**src/rtl/abs_diff_acc_if.sv**
```systemverilog
// Handshake bundle for abs_diff_acc: operand input, per-pair diff output
// and held frame-sum output.
interface abs_diff_acc_if #(
  parameter int W     = 4,
  parameter int N     = 16,
  parameter int ACC_W = W + $clog2(N) + (N == 1)
);
  logic             in_valid;
  logic             in_ready;
  logic [W-1:0]     a;
  logic [W-1:0]     b;
  logic             diff_valid;
  logic [W-1:0]     diff;
  logic             sad_valid;
  logic             sad_ready;
  logic [ACC_W-1:0] sad;

  modport master (
    output in_valid, a, b, sad_ready,
    input  in_ready, diff_valid, diff, sad_valid, sad
  );

  modport slave (
    input  in_valid, a, b, sad_ready,
    output in_ready, diff_valid, diff, sad_valid, sad
  );
endinterface

```
**src/rtl/abs_diff_acc.sv**
```systemverilog
// Sum of absolute differences over N accepted operand pairs, with a per-pair
// registered |a-b|. Define ABS_DIFF_SAT_EN for a saturating accumulator (wraps otherwise).
module abs_diff_acc #(
  parameter int W     = 4,
  parameter int N     = 16,
  parameter int ACC_W = W + $clog2(N) + (N == 1)
) (
  input logic          clk,
  input logic          rst,
  abs_diff_acc_if.slave bus
);

  localparam int CNT_W = $clog2(N + 1);

  localparam logic [1:0] IDLE = 2'd0;
  localparam logic [1:0] ACC  = 2'd1;
  localparam logic [1:0] DONE = 2'd2;

  logic [1:0]       state;
  logic [ACC_W-1:0] acc;
  logic [CNT_W-1:0] cnt;
  logic [W-1:0]     ad;
  logic [W-1:0]     diff_q;
  logic             diff_valid_q;
  logic             accept;
  logic [ACC_W-1:0] acc_add;

  always_comb begin
    ad = (bus.a >= bus.b) ? (bus.a - bus.b) : (bus.b - bus.a);
  end

  assign bus.in_ready   = (state != DONE);
  assign accept         = bus.in_valid && bus.in_ready;
  assign bus.diff       = diff_q;
  assign bus.diff_valid = diff_valid_q;
  assign bus.sad_valid  = (state == DONE);
  assign bus.sad        = acc;

`ifdef ABS_DIFF_SAT_EN
  // One extra carry bit detects overflow; once pinned at all-ones, later
  // non-negative adds keep it there for the rest of the frame.
  logic [ACC_W:0] sum_ext;
  always_comb begin
    sum_ext = {1'b0, acc} + (ACC_W + 1)'(ad);
    acc_add = sum_ext[ACC_W] ? '1 : sum_ext[ACC_W-1:0];
  end
`else
  always_comb begin
    acc_add = acc + ACC_W'(ad);
  end
`endif

  always_ff @(posedge clk) begin
    if (rst) begin
      state        <= IDLE;
      acc          <= '0;
      cnt          <= '0;
      diff_q       <= '0;
      diff_valid_q <= 1'b0;
    end else begin
      diff_valid_q <= accept;
      if (accept) diff_q <= ad;

      case (state)
        IDLE: begin
          if (accept) begin
            acc   <= ACC_W'(ad);
            cnt   <= CNT_W'(1);
            state <= (N == 1) ? DONE : ACC;
          end
        end
        ACC: begin
          if (accept) begin
            acc <= acc_add;
            cnt <= cnt + 1'b1;
            if (cnt == CNT_W'(N - 1)) state <= DONE;
          end
        end
        DONE: begin
          if (bus.sad_ready) begin
            state <= IDLE;
            acc   <= '0;
            cnt   <= '0;
          end
        end
        default: state <= IDLE;
      endcase
    end
  end

endmodule

```
**src/flat_wrapper.sv**
```systemverilog
// flat-port wrapper written by rule: the top's interface ports become plain ports
module abs_diff_acc_flat 
#(
  parameter int W     = 4,
  parameter int N     = 16,
  parameter int ACC_W = W + $clog2(N) + (N == 1)
)
  (clk, rst, bus_in_valid, bus_a, bus_b, bus_sad_ready, bus_in_ready, bus_diff_valid, bus_diff, bus_sad_valid, bus_sad);
  abs_diff_acc_if #(.W(W), .N(N), .ACC_W(ACC_W)) bus_i ();
  input logic clk;
  input logic rst;
  input wire logic [$bits(bus_i.in_valid)-1:0] bus_in_valid;
  input wire logic [$bits(bus_i.a)-1:0] bus_a;
  input wire logic [$bits(bus_i.b)-1:0] bus_b;
  input wire logic [$bits(bus_i.sad_ready)-1:0] bus_sad_ready;
  output wire logic [$bits(bus_i.in_ready)-1:0] bus_in_ready;
  output wire logic [$bits(bus_i.diff_valid)-1:0] bus_diff_valid;
  output wire logic [$bits(bus_i.diff)-1:0] bus_diff;
  output wire logic [$bits(bus_i.sad_valid)-1:0] bus_sad_valid;
  output wire logic [$bits(bus_i.sad)-1:0] bus_sad;
  assign bus_i.in_valid = bus_in_valid;
  assign bus_i.a = bus_a;
  assign bus_i.b = bus_b;
  assign bus_i.sad_ready = bus_sad_ready;
  assign bus_in_ready = bus_i.in_ready;
  assign bus_diff_valid = bus_i.diff_valid;
  assign bus_diff = bus_i.diff;
  assign bus_sad_valid = bus_i.sad_valid;
  assign bus_sad = bus_i.sad;
  abs_diff_acc #(.W(W), .N(N), .ACC_W(ACC_W)) u_core (.clk(clk), .rst(rst), .bus(bus_i));
endmodule
```
**config.mk**
```make
export PLATFORM = sky130hd
export DESIGN_NAME = abs_diff_acc_flat
export DESIGN_NICKNAME = d
export VERILOG_FILES = /design/src/rtl/abs_diff_acc_if.sv /design/src/rtl/abs_diff_acc.sv /design/src/flat_wrapper.sv
export SDC_FILE = /design/constraint.sdc
export NUM_CORES = 1
export LEC_CHECK = 0
export ABC_AREA = 1
export CAP_MARGIN = 25
export CORE_AREA = 2 2 57 59
export DETAILED_ROUTE_END_ITERATION = 10
export DIE_AREA = 0 0 59 61
export HOLD_SLACK_MARGIN = 0.12
export PLACE_DENSITY = 0.76
export SYNTH_ARGS = -nofsm -noshare
export SYNTH_HDL_FRONTEND = slang
export SYNTH_SLANG_ARGS = --single-unit
```
**constraint.sdc**
```tcl
create_clock -name clk -period 2.84 [get_ports clk]
set_input_delay 0.568 -clock clk [delete_from_list [all_inputs] [get_ports clk]]
set_output_delay 0.568 -clock clk [all_outputs]
set_load 0.01 [all_outputs]
```
---- Word-level counts from Yosys, hierarchy flattened ----
Cells that the tools add are included.
cells by class
  add/sub/neg operators ................... 4
  multiply operators ...................... 0
  divide/modulo/power cells ............... 0
  magnitude comparators ................... 1
  equal/unequal tests ..................... 8
  shift-type cells ........................ 0
  mux-type cells .......................... 14
  bitwise logic cells ..................... 0
  reductions and logical operators ........ 5
operator list
  kind                                                             number
  8-bit 2-to-1 mux                                                 3
  8-bit case mux with 3 select lines                               1
  5-bit 2-to-1 mux                                                 3
  5-bit case mux with 3 select lines                               1
  8-bit by 4-bit adder with 8-bit output                           1
  2-bit 2-to-1 mux                                                 4
  4-bit AND reduction                                              2
  4-bit subtractor                                                 2
  2-bit by 1-bit != test with 1-bit output, second input constant  3
  2-bit case mux with 3 select lines                               1
  5-bit by 1-bit adder with 5-bit output, second input constant    1
  5-bit by 4-bit == test with 1-bit output, second input constant  1
  4-bit greater-or-equal comparator                                1
  4-bit 2-to-1 mux                                                 1
  2-bit != test, second input constant                             2
  3-bit nonzero test                                               1
  2-bit by 1-bit == test with 1-bit output, second input constant  1
  2-bit == test, second input constant                             1
  2-bit zero test                                                  1
  1-bit logical AND                                                1
word-level totals
  bits in registers ....................... 20
  bits in latches ......................... 0
  memory bits (writable) .................. 0
  bits in read-only memories .............. 0
  logic and storage cells ................. 37
  memories kept ........................... 0

---- Depth between registers and ports, before layout ----
  depth in word-level cells ............... 5
  depth in mapped cells ................... 21
  mapped depth without buffers ............ 21

---- Worst setup path before layout ----
Ideal clock, no wire load.
  path type ............................... input port to flip-flop
  start ................................... in bus_a[0]
  end ..................................... reg u_core.acc[6], in the netlist u_core.bus.sad[6]
  setup time .............................. 0.115 ns
  data arrival time ....................... 2.512 ns
  data required time ...................... 2.725 ns
  slack ................................... 0.213 ns
  stages on the path ...................... 19
  cell sequence ........................... inv_1 -> ha_1 -> inv_1 -> fa_1 -> inv_1 -> nand2_1 -> nand2_1 -> nand2_2 -> o21ai_1 -> inv_1 -> fa_1 -> nand2_1 -> inv_1 -> nand2_1 -> nand2_1 -> nand2_1 -> nor2_1 -> a21oi_1 -> nor2_1
between the ends
  cells in the longest elaborated chain, start to end .. 5
  elaborated cells between the ends (all ways) .. 7
  classes of those cells .................. add/sub (3); order compare (1); mux (3)
RTL lines
  what                                                                          line                RTL
  start: declaration                                                            flat_wrapper.sv:13  input wire logic [$bits(bus_i.a)-1:0] bus_a;
  4-bit subtractor / 4-bit greater-or-equal comparator (equally long branches)  abs_diff_acc.sv:29  ad = (bus.a >= bus.b) ? (bus.a - bus.b) : (bus.b - bus.a);
  4-bit 2-to-1 mux *                                                            abs_diff_acc.sv:29
  via u_core.ad[1]                                                              abs_diff_acc.sv:22  logic [W-1:0] ad;
  8-bit by 4-bit adder with 8-bit output *                                      abs_diff_acc.sv:49  acc_add = acc + ACC_W'(ad);
  8-bit 2-to-1 mux *                                                            abs_diff_acc.sv:73  if (accept) begin
  8-bit case mux with 3 select lines *                                          abs_diff_acc.sv:64  case (state)
  end signal: assignment                                                        abs_diff_acc.sv:67  acc <= ACC_W'(ad);
  end: declaration                                                              abs_diff_acc.sv:20  logic [ACC_W-1:0] acc;
Mark *: on every way through the listed nets, which the timed path passes. The rest lies on a longest branch. The select of a mux whose other input is x is not followed.
A chain may end at the register's enable or synchronous reset.

---- Worst setup path after layout ----
  start ................................... in bus_a[2]
  end ..................................... reg u_core.acc[7], in the netlist u_core.bus.sad[7]
The elaborated chain is that of the path after synthesis.

==> reports/qor.yml <==
run_status:
  status: "finished, final reports clean"
power_and_ir_drop:
  p_clk_share_pct: 9.6
  seq_power_share_pct: 29.6
  internal_power_mw: 0.7527
  peakVddDrop_mv: 0.2510
  p_sw_share_pct: 44.68
  p_leak_nw: 1.005
  power_frac_comb_pct: 60.8
  power_switching_mw: 0.6079
  powerDensity_mw_per_mm2: 691.8
cts:
  hold_buffers: 0
  htree_levels: 1
  clock_latency_ns: 0.29
  clockRootBuffer: "clkbuf_4"
  cts_tree: "done"
  cts_sinks: 20
  cts_made_buffers: 3
  clockBufferDepth: 2
  clk_pin_slew_ns: 0.11
finish:
  fillCellCount: 271
  final_util_pct: 66.61
  nets: 294
  antennaDiodeCount: 0
  fin_cells: 292
  final_area_mm2: 0.001967
  syn2layout_area_growth_pct: 33.33
  drive_above_1_share_pct: 15.06
timing:
  hold_viol: 0
  min_period_ns: 2.668
  clock_skew_ns: 0.004078
  fin_ws_ns: 0.1725
  fin_crit_sh_pct: 93.93
  setup_viol: 0
  timing.fmax_mhz: 374.9
  slew_viol_final: 0
  worst_slew_pin_slew_ns: 0.3404
  relSlewSlack_pct: 77.07
  whs_ns: 0.4724
global_routing:
  grt_pass1_vias: 1282
  antenna_found_initial: 0
  grt.total_usage_pct: 18.67
  grt_pass1_wl_um: 5202
  grt_overflow: 0
  grt_max_degree: 15
detailed_routing:
  wl_met3_um: 69
  route.detailed.drc: 0
  top_layer_used: "met4"
  via_per_inst: 4.955
  via_count: 1447
  wire_per_inst_um: 10.54
  firstDrtPassIters: 5
  m1WireLength_um: 1373
  drt_wl_total_um: 3077
  drt_iter0_markers: 19
  wl_met2_um: 1580
  ant_nets: 0
floorplanning:
  die_y_um: 61
  fp.dieArea_mm2: 0.003599
  rows: 20
  boundaryPins: 27
  start_util_pct: 49.96
  die_w_um: 59
  core_area_mm2: 0.002953
worst_setup_path:
  reg2reg_slack_ns: 0.98
  worstPathRequired_ns: 3.08
  start_kind: "input pin"
  crit_type: "input pin to flop"
  worst_ep_arrival_time_ns: 2.91
  end_kind: "flop"
  critPathMaxFanout: 4
logic_synthesis:
  synth_cell_types: 24
  syn_area_mm2: 0.001475
  ys_warn_count: 0
  synth_cells: 220
  synthesis.nets: 253
  ys_ff_latch: 20
  syn_avg_cell_area_um2: 6.705
  ys_seq_area_share_pct: 27.14
place:
  dp_cells: 286
  pre_cts_ws_ns: -0.3821
  place_hpwl_um: 2325
  portBuffers: 26
  globalplace.congestion: 0.7939
  placed_cell_area_mm2: 0.001829
run:
  cap_violations: 0
hold_path:
  hold_class: "flop to flop"
logic make-up after synthesis:
group	after synthesis	share of synthesized area, %
DFF	20	27.14
AOI/OAI and AO/OA	35	12.21
adders and majority gates	21	19.34
xor gates and xnor gates	2	1.188
buffers and inverters	44	11.96
and+or+nand+nor	98	28.16
state kept, by name, indices dropped and copies added (netlist names):
name	count
u_core.bus.diff	4
u_core.bus.diff_valid	1
u_core.cnt	5
u_core.state	2
u_core.bus.sad	8
critical path, stage by stage:
cell and delay, ns:
clkdlybuf4s50_1 0.52, ha_4 0.23, buf_4 0.15, nand3_1 0.11, nand2_1 0.07, nand2_1 0.07
nand3_1 0.11, nand2_2 0.10, inv_2 0.06, ha_4 0.27, nand2_1 0.06, inv_1 0.10
nand4_1 0.12, nand3_2 0.13, nand3_1 0.08, nand2_1 0.07, inv_1 0.03, nor2_1 0.07
final timing paths:
kind                   start           endpoint  depth (start not counted)
max                 bus_a[2]  u_core.bus.sad[7]                         18
min            u_core.cnt[4]      u_core.cnt[4]                          2
max reg2reg  u_core.state[0]  u_core.bus.sad[6]                         10
min reg2reg    u_core.cnt[4]      u_core.cnt[4]                          2
per-layer routing:
| metal | track usage (%) | up-vias |
|---|---|---|
| met5 | 0 | - |
| met4 | 6.818 | 0 |
| met3 | 1.493 | 6 |
| met2 | 34.29 | 29 |
| met1 | 22.82 | 644 |
| li1 | - | 768 |
power groups by stage:
| stage | sequential (mW) | clock [mW] | combinational [mW] |
|---|---|---|---|
| after global routing | 0.410 | 0.148 | 0.944 |
| after detailed placement | 0.401 | 0 | 0.755 |
| after global placement | 0.398 | 0 | 0.752 |
| after CTS | 0.395 | 0.136 | 0.776 |
| final | 0.402 | 0.131 | 0.828 |
| after floorplan | 0.410 | 0 | 0.502 |
Yosys cell counts:
library cell / count / area (um2)
nor3_1: 2 / 10.01
nand3b_1: 1 / 7.510
nand3_1: 14 / 70.07
nand2_4: 2 / 22.52
xnor2_1: 1 / 8.760
nor3b_1: 1 / 7.510
o21ai_1: 2 / 10.01
o21ai_0: 15 / 75.07
dfxtp_1: 20 / 400.4
fa_1: 3 / 60.06
o21ai_2: 1 / 8.760
xor2_1: 1 / 8.760
nand2_1: 53 / 198.9
ha_1: 18 / 225.2
inv_1: 39 / 146.4
a31oi_1: 1 / 6.260
a21oi_1: 16 / 80.08
buf_6: 1 / 11.26
nand2_2: 1 / 6.260
inv_2: 2 / 7.510
nand4_1: 1 / 6.260
clkbuf_1: 1 / 3.750
buf_4: 1 / 7.510
nor2_1: 23 / 86.33
cell type report:
type	instances	area, um2	area share [%]
inverters	41	153.9	7.824
clock buffers	3	22.52	1.145
flip-flops and latches	20	400.4	20.36
multi-input cells	156	978.4	49.75
repair buffers	39	370.4	18.83
well taps	33	41.29	2.099
cells in the final DEF (no fill, tap or decap), drive strengths merged:
cell type and count:
nand2 56, inv 41, nor2 23, clkdlybuf4s50 21, dfxtp 20, ha 18
o21ai 18, a21oi 16, nand3 14, buf 13, dlymetal6s2s 5, clkbuf 3
fa 3, nor3 2, xnor2 1, xor2 1, nor3b 1, nand4 1
nand3b 1, a31oi 1
what timing repair did:
| action | in CTS | in global routing |
|---|---|---|
| pin swaps | 3 | 10 |
| gates resized for setup | 5 | 19 |
| setup endpoints to repair | 4 | 7 |
| buffers inserted | 1 | 2 |
per-stage QoR:
step | TNS [ns] | power, mW
finish | 0 | 1.361
global route | -0.03290 | 1.502
CTS | 0 | 1.307
detailed placement | -1.984 | 1.156
global placement | -1.795 | 1.150
floorplan | 0 | 0.9119
No activity file was read; power rests on OpenSTA's default activity.
